<file path="src/rtl/systolic_array_sequencer_if.sv">
// Handshake/bus bundle between the layer control FSM, the tile sequencer and the
// operand buffers.
interface systolic_array_sequencer_if #(
    parameter int unsigned ARRAY_N = 4,
    parameter int unsigned ADDR_W  = 4
);
    logic                        start;
    logic                        abort;
    logic [ADDR_W:0]             k_len;
    logic                        busy;
    logic                        done;
    logic                        err;
    logic                        pe_clear;
    logic [ARRAY_N-1:0]          row_rd_en;
    logic [ARRAY_N*ADDR_W-1:0]   row_rd_addr;
    logic [ARRAY_N-1:0]          col_rd_en;
    logic [ARRAY_N*ADDR_W-1:0]   col_rd_addr;
    logic                        result_valid;

    modport master (
        output start, abort, k_len,
        input  busy, done, err, pe_clear, row_rd_en, row_rd_addr,
               col_rd_en, col_rd_addr, result_valid
    );

    modport slave (
        input  start, abort, k_len,
        output busy, done, err, pe_clear, row_rd_en, row_rd_addr,
               col_rd_en, col_rd_addr, result_valid
    );
endinterface

</file>
<file path="src/rtl/systolic_array_sequencer.sv">
// Sequences one output-stationary N x N systolic tile: clear, diagonally skewed
// operand feed, pipeline drain, completion strobe. All outputs are registered.
module systolic_array_sequencer #(
    parameter int unsigned ARRAY_N = 4,
    parameter int unsigned K_MAX   = 16,
    parameter int unsigned ADDR_W  = 4,
    parameter int unsigned RD_LAT  = 1
) (
    input  logic                          clk,
    input  logic                          reset,
    systolic_array_sequencer_if.slave     bus
);
    localparam int unsigned K_W   = ADDR_W + 1;
    localparam int unsigned CNT_W = $clog2(K_MAX + ARRAY_N + RD_LAT + 1);
    localparam int unsigned VEC_W = ARRAY_N * ADDR_W;

    typedef enum logic [2:0] {
        ST_IDLE,
        ST_CLEAR,
        ST_FEED,
        ST_DRAIN,
        ST_DONE
    } state_e;

    state_e             state_q, state_d;
    logic [CNT_W-1:0]   t_q, t_d;
    logic [K_W-1:0]     k_q, k_d;

    logic               busy_q, busy_d;
    logic               done_q, done_d;
    logic               err_q, err_d;
    logic               pe_clear_q, pe_clear_d;
    logic               result_valid_q, result_valid_d;
    logic [ARRAY_N-1:0] row_rd_en_q, row_rd_en_d;
    logic [ARRAY_N-1:0] col_rd_en_q, col_rd_en_d;
    logic [VEC_W-1:0]   row_rd_addr_q, row_rd_addr_d;
    logic [VEC_W-1:0]   col_rd_addr_q, col_rd_addr_d;

    logic               k_valid_c;
    logic [CNT_W-1:0]   feed_last_c;
    logic [CNT_W-1:0]   drain_last_c;

    assign k_valid_c    = (bus.k_len != '0) && (bus.k_len <= K_W'(K_MAX));
    assign feed_last_c  = CNT_W'(k_q) + CNT_W'(ARRAY_N - 2);
    assign drain_last_c = CNT_W'(ARRAY_N + RD_LAT - 1);

    // Next state, then outputs decoded from the next state so they register alongside it.
    always_comb begin
        state_d        = state_q;
        t_d            = t_q;
        k_d            = k_q;
        busy_d         = 1'b0;
        done_d         = 1'b0;
        err_d          = 1'b0;
        pe_clear_d     = 1'b0;
        result_valid_d = 1'b0;
        row_rd_en_d    = '0;
        row_rd_addr_d  = '0;

        unique case (state_q)
            ST_IDLE: begin
                if (bus.start) begin
                    if (k_valid_c) begin
                        k_d     = bus.k_len;
                        t_d     = '0;
                        state_d = ST_CLEAR;
                    end else begin
                        err_d = 1'b1;
                    end
                end
            end
            ST_CLEAR: begin
                t_d     = '0;
                state_d = ST_FEED;
            end
            ST_FEED: begin
                if (t_q == feed_last_c) begin
                    t_d     = '0;
                    state_d = ST_DRAIN;
                end else begin
                    t_d = t_q + CNT_W'(1);
                end
            end
            ST_DRAIN: begin
                if (t_q == drain_last_c) begin
                    t_d     = '0;
                    state_d = ST_DONE;
                end else begin
                    t_d = t_q + CNT_W'(1);
                end
            end
            ST_DONE: begin
                state_d = ST_IDLE;
            end
            default: begin
                state_d = ST_IDLE;
            end
        endcase

        if (bus.abort && (state_q != ST_IDLE)) begin
            state_d = ST_IDLE;
            t_d     = '0;
        end

        busy_d         = (state_d != ST_IDLE);
        pe_clear_d     = (state_d == ST_CLEAR);
        done_d         = (state_d == ST_DONE);
        result_valid_d = (state_d == ST_DONE);

        // Row/column i sees its k operands starting i cycles late (diagonal skew).
        if (state_d == ST_FEED) begin
            for (int i = 0; i < ARRAY_N; i++) begin
                if ((t_d >= CNT_W'(i)) && (t_d < (CNT_W'(i) + CNT_W'(k_d)))) begin
                    row_rd_en_d[i]                   = 1'b1;
                    row_rd_addr_d[i*ADDR_W +: ADDR_W] = ADDR_W'(t_d - CNT_W'(i));
                end
            end
        end

        col_rd_en_d   = row_rd_en_d;
        col_rd_addr_d = row_rd_addr_d;
    end

    always_ff @(posedge clk or negedge reset) begin
        if (!reset) begin
            state_q        <= ST_IDLE;
            t_q            <= '0;
            k_q            <= '0;
            busy_q         <= 1'b0;
            done_q         <= 1'b0;
            err_q          <= 1'b0;
            pe_clear_q     <= 1'b0;
            result_valid_q <= 1'b0;
            row_rd_en_q    <= '0;
            col_rd_en_q    <= '0;
            row_rd_addr_q  <= '0;
            col_rd_addr_q  <= '0;
        end else begin
            state_q        <= state_d;
            t_q            <= t_d;
            k_q            <= k_d;
            busy_q         <= busy_d;
            done_q         <= done_d;
            err_q          <= err_d;
            pe_clear_q     <= pe_clear_d;
            result_valid_q <= result_valid_d;
            row_rd_en_q    <= row_rd_en_d;
            col_rd_en_q    <= col_rd_en_d;
            row_rd_addr_q  <= row_rd_addr_d;
            col_rd_addr_q  <= col_rd_addr_d;
        end
    end

    assign bus.busy         = busy_q;
    assign bus.done         = done_q;
    assign bus.err          = err_q;
    assign bus.pe_clear     = pe_clear_q;
    assign bus.result_valid = result_valid_q;
    assign bus.row_rd_en    = row_rd_en_q;
    assign bus.col_rd_en    = col_rd_en_q;
    assign bus.row_rd_addr  = row_rd_addr_q;
    assign bus.col_rd_addr  = col_rd_addr_q;
endmodule

</file>
<file path="src/flat_wrapper.sv">
// flat-port wrapper written by rule: the top's interface ports become plain ports
module systolic_array_sequencer_flat 
#(
    parameter int unsigned ARRAY_N = 4,
    parameter int unsigned K_MAX   = 16,
    parameter int unsigned ADDR_W  = 4,
    parameter int unsigned RD_LAT  = 1
)
  (clk, reset, bus_start, bus_abort, bus_k_len, bus_busy, bus_done, bus_err, bus_pe_clear, bus_row_rd_en, bus_row_rd_addr, bus_col_rd_en, bus_col_rd_addr, bus_result_valid);
  systolic_array_sequencer_if #(.ARRAY_N(ARRAY_N), .ADDR_W(ADDR_W)) bus_i ();
  input  logic clk;
  input  logic reset;
  input wire logic [$bits(bus_i.start)-1:0] bus_start;
  input wire logic [$bits(bus_i.abort)-1:0] bus_abort;
  input wire logic [$bits(bus_i.k_len)-1:0] bus_k_len;
  output wire logic [$bits(bus_i.busy)-1:0] bus_busy;
  output wire logic [$bits(bus_i.done)-1:0] bus_done;
  output wire logic [$bits(bus_i.err)-1:0] bus_err;
  output wire logic [$bits(bus_i.pe_clear)-1:0] bus_pe_clear;
  output wire logic [$bits(bus_i.row_rd_en)-1:0] bus_row_rd_en;
  output wire logic [$bits(bus_i.row_rd_addr)-1:0] bus_row_rd_addr;
  output wire logic [$bits(bus_i.col_rd_en)-1:0] bus_col_rd_en;
  output wire logic [$bits(bus_i.col_rd_addr)-1:0] bus_col_rd_addr;
  output wire logic [$bits(bus_i.result_valid)-1:0] bus_result_valid;
  assign bus_i.start = bus_start;
  assign bus_i.abort = bus_abort;
  assign bus_i.k_len = bus_k_len;
  assign bus_busy = bus_i.busy;
  assign bus_done = bus_i.done;
  assign bus_err = bus_i.err;
  assign bus_pe_clear = bus_i.pe_clear;
  assign bus_row_rd_en = bus_i.row_rd_en;
  assign bus_row_rd_addr = bus_i.row_rd_addr;
  assign bus_col_rd_en = bus_i.col_rd_en;
  assign bus_col_rd_addr = bus_i.col_rd_addr;
  assign bus_result_valid = bus_i.result_valid;
  systolic_array_sequencer #(.ARRAY_N(ARRAY_N), .K_MAX(K_MAX), .ADDR_W(ADDR_W), .RD_LAT(RD_LAT)) u_core (.clk(clk), .reset(reset), .bus(bus_i));
endmodule
</file>
<file path="config.mk">
export PLATFORM = sky130hd
export DESIGN_NAME = systolic_array_sequencer_flat
export DESIGN_NICKNAME = d
export VERILOG_FILES = /design/src/rtl/systolic_array_sequencer_if.sv /design/src/rtl/systolic_array_sequencer.sv /design/src/flat_wrapper.sv
export SDC_FILE = /design/constraint.sdc
export NUM_CORES = 1
export LEC_CHECK = 0
export BUFFER_PORTS_ARGS = -buffer_cell sky130_fd_sc_hd__buf_2
export CAP_MARGIN = 20
export CELL_PAD_IN_SITES_DETAIL_PLACEMENT = 0
export CELL_PAD_IN_SITES_GLOBAL_PLACEMENT = 1
export CORE_MARGIN = 8
export CORE_UTILIZATION = 47
export CTS_BUF_LIST = sky130_fd_sc_hd__clkbuf_8
export DETAILED_ROUTE_END_ITERATION = 7
export PLACE_DENSITY = 0.87
export SYNTH_ARGS = -nofsm -noshare
export SYNTH_HDL_FRONTEND = slang
export SYNTH_SLANG_ARGS = --single-unit
</file>
<file path="constraint.sdc">
create_clock -name clk -period 4.6 [get_ports clk]
set_input_delay 0.46 -clock clk [delete_from_list [all_inputs] [get_ports clk]]
set_output_delay 0.46 -clock clk [all_outputs]
set_load 0.005 [all_outputs]
</file>
== Word level (Yosys, flattened, before mapping) ==
Index checks and enable logic that the tools add are counted.

* $lt $le $gt $ge: 9
* Reduce and logical (&&, ||, !) cells: 10
* Mux-type cells: 28
* Eq/ne operators: 8
* Add/subtract/negate cells: 8

{| class="wikitable"
|+ Operator list
! kind !! count
|-
| 5-bit two-way mux || 8
|-
| 5-bit less-than comparator || 4
|-
| 4-bit two-way mux || 5
|-
| 5-bit one-hot mux with 4 select lines || 1
|-
| 16-bit two-way mux || 1
|-
| 3-bit two-way mux || 5
|-
| 3-bit one-hot mux with 4 select lines || 1
|-
| 2-bit by 5-bit adder with 5-bit output, first input constant || 2
|-
| 5-bit by 1-bit >= comparator with 1-bit output, second input constant || 2
|-
| 5-bit by 2-bit >= comparator with 1-bit output, second input constant || 2
|-
| 3-bit by 2-bit equality test with 1-bit output, second input constant || 3
|-
| 4-bit by 2-bit subtractor with 4-bit output, second input constant || 2
|-
| 1-bit two-way mux || 7
|-
| 3-bit by 1-bit equality test with 1-bit output, second input constant || 2
|-
| 1-bit logical AND || 6
|-
| 3-bit nonzero test || 2
|-
| 1-bit by 5-bit adder with 5-bit output, first input constant || 1
|-
| 5-bit by 1-bit adder with 5-bit output, second input constant || 1
|-
| 5-bit by 2-bit adder with 5-bit output, second input constant || 1
|-
| 5-bit by 3-bit equality test with 1-bit output, second input constant || 1
|-
| 5-bit equality test || 1
|-
| 5-bit <= comparator, second input constant || 1
|-
| 5-bit nonzero test || 1
|-
| 4-bit by 1-bit subtractor with 4-bit output, second input constant || 1
|-
| 2 further kinds || 2
|}

* Input bits: 9
* Logic and storage cells: 72
* Register bits: 37
* Output and inout port bits: 45

== Longest topological paths before layout ==
Gate-level depths: netlist of the first run.

* Depth after elaboration: 10
* Depth in mapped cells: 14
* Depth with buffers taken out: 14

== Worst setup path before layout of the first run ==
OpenSTA, ideal clock, no wires.

* Kind: input -> register
* Start point: input port bus_k_len[1]
* End point: register u_core.row_rd_addr_q[5] (netlist: u_core.bus.row_rd_addr[5])
* Library setup time: 0.080 ns
* Data required time: 4.520 ns
* Stages on the path: 14
* Data arrival time: 3.296 ns
* Setup slack: 1.224 ns
* Path through: nor4_4 xnor2_2 and2_1 buf_6 mux2i_1 inv_1 ha_1 nand3_1 xnor2_1 ha_1 a21o_1 a311oi_1 a41oi_2 nor3b_2

* Word-level cells in the longest chain between the ends: 10

{| class="wikitable"
|+ RTL lines
! what !! RTL line !! source
|-
| start, declared || flat_wrapper.sv:15 || <nowiki>input wire logic [$bits(bus_i.k_len)-1:0] bus_k_len;</nowiki>
|-
| 5-bit <= comparator or 5-bit nonzero test (tied branches) || systolic_array_sequencer.sv:43 || <nowiki>assign k_valid_c = (bus.k_len != '0) && (bus.k_len <= K_W'(K_MAX));</nowiki>
|-
| 1-bit logical AND || systolic_array_sequencer.sv:43 ||
|-
| 5-bit two-way mux * || systolic_array_sequencer.sv:63 || <nowiki>if (k_valid_c) begin</nowiki>
|-
| 5-bit two-way mux * || systolic_array_sequencer.sv:62 || <nowiki>if (bus.start) begin</nowiki>
|-
| 5-bit two-way mux * || systolic_array_sequencer.sv:60 || <nowiki>unique case (state_q)</nowiki>
|-
| net u_core.k_d[1] || systolic_array_sequencer.sv:27 || <nowiki>logic [K_W-1:0] k_q, k_d;</nowiki>
|-
| 1-bit by 5-bit adder with 5-bit output * || systolic_array_sequencer.sv:113 || <nowiki>if ((t_d >= CNT_W'(i)) && (t_d < (CNT_W'(i) + CNT_W'(k_d)))) begin</nowiki>
|-
| 5-bit less-than comparator * || systolic_array_sequencer.sv:113 ||
|-
| 1-bit logical AND * || systolic_array_sequencer.sv:113 ||
|-
| 4-bit two-way mux * || systolic_array_sequencer.sv:113 ||
|-
| 16-bit two-way mux * || systolic_array_sequencer.sv:111 || <nowiki>if (state_d == ST_FEED) begin</nowiki>
|-
| net u_core.col_rd_addr_d[5] || systolic_array_sequencer.sv:37 || <nowiki>logic [VEC_W-1:0] col_rd_addr_q, col_rd_addr_d;</nowiki>
|-
| end signal, assigned || systolic_array_sequencer.sv:149 || <nowiki>row_rd_addr_q <= row_rd_addr_d;</nowiki>
|-
| end, declared || systolic_array_sequencer.sv:36 || <nowiki>logic [VEC_W-1:0] row_rd_addr_q, row_rd_addr_d;</nowiki>
|}

The timed path passes the listed nets; every way through them passes the cells marked *.

== Worst setup path after layout of the first run ==
* Start point: input port bus_k_len[1]
* End point: register u_core.row_rd_addr_q[6] (netlist: u_core.bus.row_rd_addr[6])

The elaborated chain is that of the path after synthesis.

==> results.json, run 1 <==
{
  "grt_antenna_before_repair": 0,
  "setup_slack_ps": 962,
  "cts.clk_slew.worst_paths_ps": 80,
  "pwr-share-comb_pct": 48.0,
  "maxCapViolCount": 0,
  "cts_resized": 0,
  "async_flop_share_pct": 100,
  "finClkSkew_ps": 6.86,
  "synth.most_common_cell": "dfrtp_1",
  "min_path_type": "in2async",
  "ys.flop_type": "dfrtp_1",
  "h-tree-depth": 2,
  "die_w_um": 92.2,
  "track_usage_pct": 14.9,
  "area_delta_synth_final_pct": 10.3,
  "fin_area_mm2": 0.00301,
  "wl_per_cell_um": 15.9,
  "fmax_mhz": 275,
  "cts_setup_buffers": 0,
  "clock_latency_ps": 290,
  "synth_common_cells": "37 x dfrtp_1, 27 x ha_1, 25 x nor2_1, 22 x buf_4, 18 x inv_1",
  "cp-start-kind": "primary input",
  "nets": 343,
  "yosys.area.top_type_share_pct": 33.9,
  "routed_wl_um": 6060,
  "p_leak_nw": 1.53,
  "n_antenna_cell": 0,
  "synth-edff-count": 0,
  "gp_congestion": 0.882,
  "p_total_w": 0.00139,
  "critPathRequiredTime_ps": 4800,
  "numPortBuffers": 53,
  "yosysWarnings": 0,
  "initial_core_util_pct": 49.0,
  "finalCritPeriodShare_pct": 79.1,
  "place_area_mm2": 0.00289,
  "grt_max_degree": 38,
  "maxSlewViolCount": 0,
  "path_max_fanout": 6,
  "status": "finished, final reports clean",
  "cts_buffers": 5,
  "worstMarginPinSlew_ps": 816,
  "synth_area_per_cell_um2": 9.96,
  "final_hold_viol_count": 0,
  "ctsHoldBuffers": 0,
  "synth_fp_nets": 310,
  "ys_seq_area_share_pct": 33.9,
  "finalSetupTns_ps": 0,
  "placed_cells": 372,
  "cp.arrival_ps": 3840,
  "netSwitchingFraction_pct": 40.4,
  "first_global_vias": 2047,
  "p_per_area_mw_per_mm2": 460,
  "rr_worst_depth": 14,
  "drive_above_1_share_pct": 27.6,
  "dieArea_mm2": 0.00850,
  "intPower_w": 0.000825,
  "r2r_end": "u_core.bus.row_rd_addr[9]",
  "path_class": "in2reg",
  "drtIter0Drc": 104,
  "syn_area_mm2": 0.00273,
  "synth.distinct_cells": 58,
  "cp-end-kind": "flip-flop",
  "die_h_um": 92.2,
  "power.switching_w": 0.000560,
  "antenna_left": 0,
  "overflow": 0,
  "rows": 27,
  "maxSlewHeadroom_pct": 45.6,
  "ys_seq_elements": 37,
  "clock_power_share_pct": 21.3,
  "r2r_slack_ps": 990,
  "synthCells": 274,
  "num_vias": 2044,
  "timing.rr.start": "u_core.k_q[1]",
  "final_cell_count_no_fill": 380,
  "irDropWorstVdd_uv": 239,
  "coreArea_mm2": 0.00557,
  "grt_pass1_wl_um": 10300,
  "synth_top_cell_by_area": "dfrtp_1",
  "synthTopCellsByArea": "dfrtp_1 34%, ha_1 12%, buf_4 6.0%, xnor2_1 4.2%, nor2_1 3.4%",
  "drc_errors": 0,
  "via_per_inst": 5.38,
  "root_buffer": "clkbuf_8",
  "cts_tree": "yes",
  "cts_buffer_depth": 2,
  "place_hpwl_um": 4820,
  "drtPass1Iterations": 4,
  "rsz0062_at_grt": "no",
  "period_needed_ps": 3640,
  "post-place-ws_ps": 685,
  "seq_power_share_pct": 30.7,
  "setup_viol": 0,
  "io_pins": 54,
  "clock_sinks": 37
}
==> critical path, cell delays in order <==
cell and delay [ps]:
buf_2 120, nor4_4 430, xnor2_2 250, and2_1 350, mux2i_1 460, inv_1 170, ha_1 240, nand3_1 90
xnor2_1 120, ha_1 280, a21o_1 210, a311oi_1 300, a41oi_2 130, nor3_1 220
==> area by class of cell <==
class | instances | area, um2
Clock inverter | 2 | 37.5
Fill cell | 508 | 2560
Multi-Input combinational cell | 189 | 1530
Sequential cell | 37 | 926
Timing Repair Buffer | 53 | 265
Inverter | 21 | 81.3
Clock buffer | 6 | 82.6
Tap cell | 72 | 90.1
==> how the worst max path moves through the flow <==
stage / start / endpoint / slack (ps) / cells after the start
finish: bus_k_len[1] / u_core.bus.row_rd_addr[6] / 960 / 14
global route: bus_k_len[1] / u_core.bus.row_rd_addr[6] / 690 / 14
CTS: u_core.k_q[1] / u_core.bus.row_rd_addr[9] / 980 / 14
detailed placement: bus_k_len[1] / u_core.bus.row_rd_addr[7] / 680 / 14
global placement: bus_k_len[1] / u_core.bus.row_rd_addr[7] / 810 / 14
floorplan: bus_k_len[1] / u_core.bus.row_rd_addr[5] / 1220 / 14
==> placed cells by master (no fill, tap or decap), drive strengths merged, types with 2 or more instances in the layout <==
master	Yosys	final
buf	26	53
xnor2	15	15
a21oi	7	7
a21o	2	2
nand2	13	13
nor3	15	15
dfrtp	37	37
xor2	6	6
nor2b	4	4
nand3	10	10
a22oi	2	2
o311ai	2	2
nor4	4	4
nand2b	3	3
o22a	2	2
nor3b	3	3
nand4	2	2
nor2	25	25
ha	27	27
a211oi	3	3
mux2i	4	4
o21ai	10	10
a311oi	3	3
a41oi	2	2
clkbuf	1	6
a31oi	6	6
inv	21	21
o211ai	4	4
==> power groups by stage <==
| stage | clock, W | sequential, W | combinational (W) |
|---|---|---|---|
| 3_3_place_gp | 0 | 0.000430 | 0.000651 |
| 4_1_cts | 0.000303 | 0.000425 | 0.000669 |
| 2_1_floorplan | 0 | 0.000414 | 0.000536 |
| 5_1_grt | 0.000314 | 0.000432 | 0.000747 |
| 3_5_place_dp | 0 | 0.000431 | 0.000665 |
| 6_report | 0.000295 | 0.000425 | 0.000665 |
==> logic make-up after synthesis <==
family | Yosys count | share of synthesized area (%)
simple gates | 83 | 16.7
compound gates | 54 | 17.7
buf+inv | 48 | 10.1
flops | 37 | 33.9
fa+ha+maj | 27 | 12.4
xor+xnor | 21 | 7.29
mux | 4 | 1.92
==> stage by stage <==
| stage | util [%] | hold slack, ps |
|---|---|---|
| 2_1_floorplan | - | 164 |
| 5_1_grt | 54.0 | 331 |
| 3_5_place_dp | 51.9 | 610 |
| 6_report | 54.0 | 261 |
| 3_3_place_gp | 51.9 | 594 |
| 4_1_cts | 54.0 | 298 |
==> metal layers <==
layer,global-route usage (%),wire length (um)
met3,3.26,272
met2,25.4,3030
met4,5.50,96
met5,0,0
met1,17.9,2660
==> flip-flops by register name (all words and copies together) (netlist names) <==
name / flops
u_core.bus.busy: 1
u_core.bus.done: 1
u_core.bus.err: 1
u_core.bus.pe_clear: 1
u_core.bus.row_rd_addr: 16
u_core.bus.row_rd_en: 4
u_core.k_q: 5
u_core.state_q: 3
u_core.t_q: 5
(Power assumes the default switching activity.)
==> run 2: changes to the inputs <==
--- a/config.mk
+++ b/config.mk
@@ -10,10 +10,10 @@
 export CELL_PAD_IN_SITES_DETAIL_PLACEMENT = 0
 export CELL_PAD_IN_SITES_GLOBAL_PLACEMENT = 1
 export CORE_MARGIN = 8
-export CORE_UTILIZATION = 47
+export CORE_UTILIZATION = 44
 export CTS_BUF_LIST = sky130_fd_sc_hd__clkbuf_8
 export DETAILED_ROUTE_END_ITERATION = 7
-export PLACE_DENSITY = 0.87
+export PLACE_DENSITY = 0.82
 export SYNTH_ARGS = -nofsm -noshare
 export SYNTH_HDL_FRONTEND = slang
 export SYNTH_SLANG_ARGS = --single-unit
==> constraint.sdc (replaced) <==
create_clock -name clk -period 3.7 [get_ports clk]
set_input_delay 0.37 -clock clk [delete_from_list [all_inputs] [get_ports clk]]
set_output_delay 0.37 -clock clk [all_outputs]
set_load 0.005 [all_outputs]
==> run 2 against run 1 <==
Sequential power rose by 22%. Clock-buffer cell count did not move. Critical path depth did not move. Total power rose by 26%. Largest cell class unchanged. Clock power rose by 25%. First-iteration DRC count rose by 33%. Clock skew rose by 2.5 ps. Sequential share of layout area fell by 0.74 points. Critical endpoint is now u_core.bus.row_rd_addr[10]. Worst hold slack got worse by 110 ps.
==> results.json, run 2 (same netlist as run 1, synthesis figures left out) <==
{
  "status": "finished, final reports clean",
  "coreArea_mm2": 0.00596,
  "antenna_left": 0,
  "finalSetupTns_ps": 0,
  "fmax_mhz": 297,
  "cpMaxStageDelayCell": "dfrtp_1",
  "overflow": 0,
  "numPortBuffers": 53,
  "via_per_inst": 5.34,
  "intPower_w": 0.00104,
  "power.switching_w": 0.000697,
  "place_hpwl_um": 4860,
  "multi_input_area_mm2": 0.00153,
  "drtPass1Iterations": 4,
  "io_pins": 54,
  "n_antenna_cell": 0,
  "final_hold_viol_count": 0,
  "cts_tree": "yes",
  "cp-start-kind": "flip-flop",
  "cts_buffer_depth": 2,
  "critical-path-max-stage-delay_ps": 450,
  "final_cell_mix": "53 x buf_2, 37 x dfrtp_1, 27 x ha_1, 25 x nor2_1, 17 x inv_1",
  "clock_sinks": 37,
  "critPathBufInv": 2,
  "root_buffer": "clkbuf_8",
  "pwr-share-comb_pct": 49.2,
  "regArea_um2": 926,
  "initial_core_util_pct": 45.8,
  "rows": 28,
  "grt_antenna_before_repair": 0,
  "crit_top_cell": "ha_1",
  "first_global_vias": 2103,
  "finClkSkew_ps": 9.38,
  "wl_per_cell_um": 15.6,
  "largest_reg_flops": 16,
  "netSwitchingFraction_pct": 40.1,
  "path_class": "reg2reg",
  "maxCapViolCount": 0,
  "critPathRequiredTime_ps": 3900,
  "routed_wl_um": 6120,
  "path_max_fanout": 8,
  "period_needed_ps": 3370,
  "irDropWorstVdd_uv": 252,
  "fin_hold_ws_ps": 155,
  "gp_congestion": 0.845,
  "track_usage_pct": 14.7,
  "num_vias": 2095,
  "p_per_area_mw_per_mm2": 564,
  "min_path_type": "in2async",
  "num-fill-cells": 559,
  "seq_power_share_pct": 29.7,
  "cp-end-kind": "flip-flop",
  "die_w_um": 94.8,
  "maxSlewHeadroom_pct": 46.0,
  "setup_viol": 0,
  "cts_buffers": 5,
  "dieArea_mm2": 0.00898,
  "drc_errors": 0,
  "die_h_um": 94.8,
  "maxSlewViolCount": 0,
  "critical-path-top-delay-family": "simple AND/OR/NAND/NOR gates",
  "worstMarginPinSlew_ps": 810,
  "cts.clk_slew.worst_paths_ps": 80,
  "grt_pass1_wl_um": 10500,
  "area_delta_synth_final_pct": 13.0,
  "rsz0062_at_grt": "no",
  "h-tree-depth": 2,
  "clock_latency_ps": 290,
  "p_leak_nw": 1.58,
  "finalCritPeriodShare_pct": 91.1,
  "drtIter0Drc": 138,
  "drive_above_1_share_pct": 30.3,
  "grt_max_degree": 38,
  "final_common_cell": "buf_2",
  "clock_power_share_pct": 21.1,
  "nets": 352,
  "cp_cell_sequence": "ha_1 -> xor2_1 -> nor3_2 -> nand4_2 -> nand3_1 -> o21ai_0 -> nand2_2 -> inv_2 -> ha_1 -> inv_1 -> o311ai_0 -> a31oi_1 -> o22a_1 -> nor3b_1",
  "cp.arrival_ps": 3570
}
## run 2: cell types whose count changed in the layout (fill, tap and decap cells not counted)
cell	previous run	this run
nand2_1	12	11
buf_4	0	9
inv_1	18	17
inv_2	2	3
nand2_2	1	2
## run 2: final cells by class
| cell class | count | area share, % |
|---|---|---|
| clock buffers | 6 | 2.68 |
| clock inverters | 2 | 1.22 |
| inverters | 21 | 2.64 |
| multi-input cells | 189 | 49.6 |
| flip-flops and latches | 37 | 30.0 |
| well taps | 75 | 3.04 |
| repair buffers | 62 | 10.8 |
## run 2: final timing paths
check,startpoint,slack [ps],depth (start not counted),endpoint
max,u_core.k_q[2],330,14,u_core.bus.row_rd_addr[10]
min,reset,160,1,u_core.bus.busy
max in group asynchronous,reset,3020,1,u_core.bus.row_rd_addr[6]
min reg2reg,u_core.k_q[0],690,2,u_core.k_q[0]
max reg2reg,u_core.k_q[2],330,14,u_core.bus.row_rd_addr[10]
min in group clk,bus_abort,360,2,u_core.state_q[2]
## run 2: per-layer routing
layer	up-vias	track usage (%)	share of wire [%]	routed length, um
met1	1018	19.0	47	2860
met3	7	2.38	4.0	242
met4	0	5.20	1.4	83
met2	31	24.1	48	2940
met5	-	0	0	0
li1	1039	-	-	-
## run 2: power by group through the flow
| stage | Combinational, W | Clock, W | Sequential, W |
|---|---|---|---|
| floorplan | 0.000666 | 0 | 0.000515 |
| global placement | 0.000841 | 0 | 0.000523 |
| detailed placement | 0.000853 | 0 | 0.000524 |
| CTS | 0.000858 | 0.000376 | 0.000517 |
| global route | 0.000965 | 0.000393 | 0.000525 |
| finish | 0.000856 | 0.000368 | 0.000517 |
## run 2: repair_timing
item | 4_1_cts | 5_1_grt
hold buffers | 0 | 0
buffers inserted | 0 | 0
endpoints found under the setup margin | 0 | 5
endpoints found under the hold margin | 0 | 0
resized for setup | 0 | 2
## run 2: stage by stage
stage / power (W) / area (um2) / worst slack, ps / instances / utilization [%]
6_report: 0.00174 / 3080 / 330 / 392 / 51.8
5_1_grt: 0.00188 / 3080 / 3.43 / 392 / 51.8
4_1_cts: 0.00175 / 3080 / 181 / 392 / 51.7
3_5_place_dp: 0.00138 / 2960 / 195 / 384 / 49.7
3_3_place_gp: 0.00136 / 2960 / 308 / 384 / 49.7
2_1_floorplan: 0.00118 / 2730 / 414 / 274 / -
==> run 3: changes to the inputs <==
--- a/config.mk
+++ b/config.mk
@@ -13,6 +13,7 @@
 export CORE_UTILIZATION = 44
 export CTS_BUF_LIST = sky130_fd_sc_hd__clkbuf_8
 export DETAILED_ROUTE_END_ITERATION = 7
+export MAX_ROUTING_LAYER = met4
 export PLACE_DENSITY = 0.82
 export SYNTH_ARGS = -nofsm -noshare
 export SYNTH_HDL_FRONTEND = slang
==> run 3 against run 2 <==
Routed wire length shrank 0.15%. Largest power group unchanged. Largest cell class unchanged. Critical path depth is the same. Critical path type unchanged. Clock power about the same. Core utilization stayed put. Total power barely moved. Setup slack got worse by 1.2 ps. Register-to-register slack barely moved.
==> results.json, run 3 (same netlist as run 1, synthesis figures left out) <==
{
  "status": "finished, final reports clean",
  "cpMaxStageDelayCell": "dfrtp_1",
  "numPortBuffers": 53,
  "period_needed_ps": 3370,
  "finalSetupTns_ps": 0,
  "final_hold_viol_count": 0,
  "track_usage_pct": 15.1,
  "num-fill-cells": 559,
  "drc_errors": 0,
  "root_buffer": "clkbuf_8",
  "cts_resized": 0,
  "setup_viol": 0,
  "n_antenna_cell": 0,
  "clock_latency_ps": 290,
  "coreArea_mm2": 0.00596,
  "h-tree-depth": 2,
  "cts_setup_buffers": 0,
  "io_pins": 54,
  "grt_max_degree": 38,
  "cp_cell_sequence": "ha_1 -> xor2_1 -> nor3_2 -> nand4_2 -> nand3_1 -> o21ai_0 -> nand2_2 -> inv_2 -> ha_1 -> inv_1 -> o311ai_0 -> a31oi_1 -> o22a_1 -> nor3b_1",
  "crit_top_cell": "ha_1",
  "ctsHoldBuffers": 0,
  "nets": 352,
  "cp.arrival_ps": 3570,
  "cts_buffers": 5,
  "cts_buffer_depth": 2,
  "cts.clk_slew.worst_paths_ps": 80,
  "final_cell_count_no_fill": 392,
  "postLayoutCoreUtil_pct": 51.8,
  "fin_area_mm2": 0.00308,
  "routed_wl_um": 6110,
  "cp-end-kind": "flip-flop",
  "die_h_um": 94.8,
  "maxCapViolCount": 0,
  "irDropWorstVdd_uv": 253,
  "min_path_type": "in2async",
  "critPathBufInv": 2,
  "critical-path-top-delay-family": "simple AND/OR/NAND/NOR gates",
  "cp-start-kind": "flip-flop",
  "path_max_fanout": 8,
  "final_cell_mix": "53 x buf_2, 37 x dfrtp_1, 27 x ha_1, 25 x nor2_1, 17 x inv_1",
  "p_per_area_mw_per_mm2": 564,
  "rsz0062_at_grt": "no",
  "final_common_cell": "buf_2",
  "drtIter0Drc": 157,
  "first_global_vias": 2109,
  "cts_tree": "yes",
  "grt_pass1_wl_um": 10500,
  "maxSlewViolCount": 0,
  "via_per_inst": 5.32,
  "initial_core_util_pct": 45.8,
  "antenna_left": 0,
  "p_leak_nw": 1.58,
  "drive_above_1_share_pct": 30.3,
  "dieArea_mm2": 0.00898,
  "rr_worst_depth": 14,
  "clock_sinks": 37,
  "worstMarginPinSlew_ps": 811,
  "die_w_um": 94.8,
  "place_hpwl_um": 4860,
  "largest_reg_flops": 16,
  "wl_per_cell_um": 15.6,
  "fmax_mhz": 297,
  "finClkSkew_ps": 9.12,
  "place_area_mm2": 0.00296,
  "area_delta_synth_final_pct": 13.0,
  "num_vias": 2084,
  "path_depth": 14,
  "gp_congestion": 0.858,
  "grt_antenna_before_repair": 0,
  "placed_cells": 384,
  "rows": 28,
  "critical-path-max-stage-delay_ps": 450,
  "path_class": "reg2reg",
  "overflow": 0,
  "drtPass1Iterations": 4,
  "maxSlewHeadroom_pct": 45.9,
  "finalCritPeriodShare_pct": 91.1,
  "critPathRequiredTime_ps": 3900
}
## run 3: worst register-to-register path, cell delays in order, from the launching register on
cell and delay (ps):
dfrtp_1 450, ha_1 310, xor2_1 170, nor3_2 270, nand4_2 270, nand3_1 150
o21ai_0 110, nand2_2 170, inv_2 120, ha_1 310, inv_1 50, o311ai_0 330
a31oi_1 70, o22a_1 260, nor3b_1 230
## run 3: final timing paths
kind / endpoint / from / slack (ps)
worst max-delay path: u_core.bus.row_rd_addr[10] / u_core.k_q[2] / 330
worst min-delay path: u_core.bus.busy / reset / 160
worst max register to register: u_core.bus.row_rd_addr[10] / u_core.k_q[2] / 330
worst min register to register: u_core.k_q[0] / u_core.k_q[0] / 690
max in group asynchronous: u_core.bus.row_rd_addr[6] / reset / 3020
min in group clk: u_core.state_q[2] / bus_abort / 360
## run 3: layer usage
metal	routed length, um	GRT usage (%)
met1	2800	18.9
met2	2930	24.2
met3	305	2.38
met4	83	5.20
met5	0	-
## run 3: area by class of cell
class / count / area, um2 / area share [%]
well taps: 75 / 93.8 / 3.04
repair buffers: 62 / 333 / 10.8
inverters: 21 / 81.3 / 2.64
flip-flops and latches: 37 / 926 / 30.0
clock inverters: 2 / 37.5 / 1.22
clock buffers: 6 / 82.6 / 2.68
multi-input cells: 189 / 1530 / 49.6
## run 3: through the flow
step                      worst slack (ps)  power [W]  hold slack, ps
after floorplan                        414    0.00118            74.4
after global placement                 308    0.00136             508
after detailed placement               195    0.00138             522
after CTS                              181    0.00175             204
after global routing                  3.43    0.00188             245
final                                  329    0.00174             156
## run 3: report_power, final
| group | switching (W) | total (W) | internal, W |
|---|---|---|---|
| Clock | 0.000149 | 0.000368 | 0.000219 |
| Combinational | 0.000493 | 0.000855 | 0.000362 |
| Sequential | 0.0000546 | 0.000517 | 0.000462 |
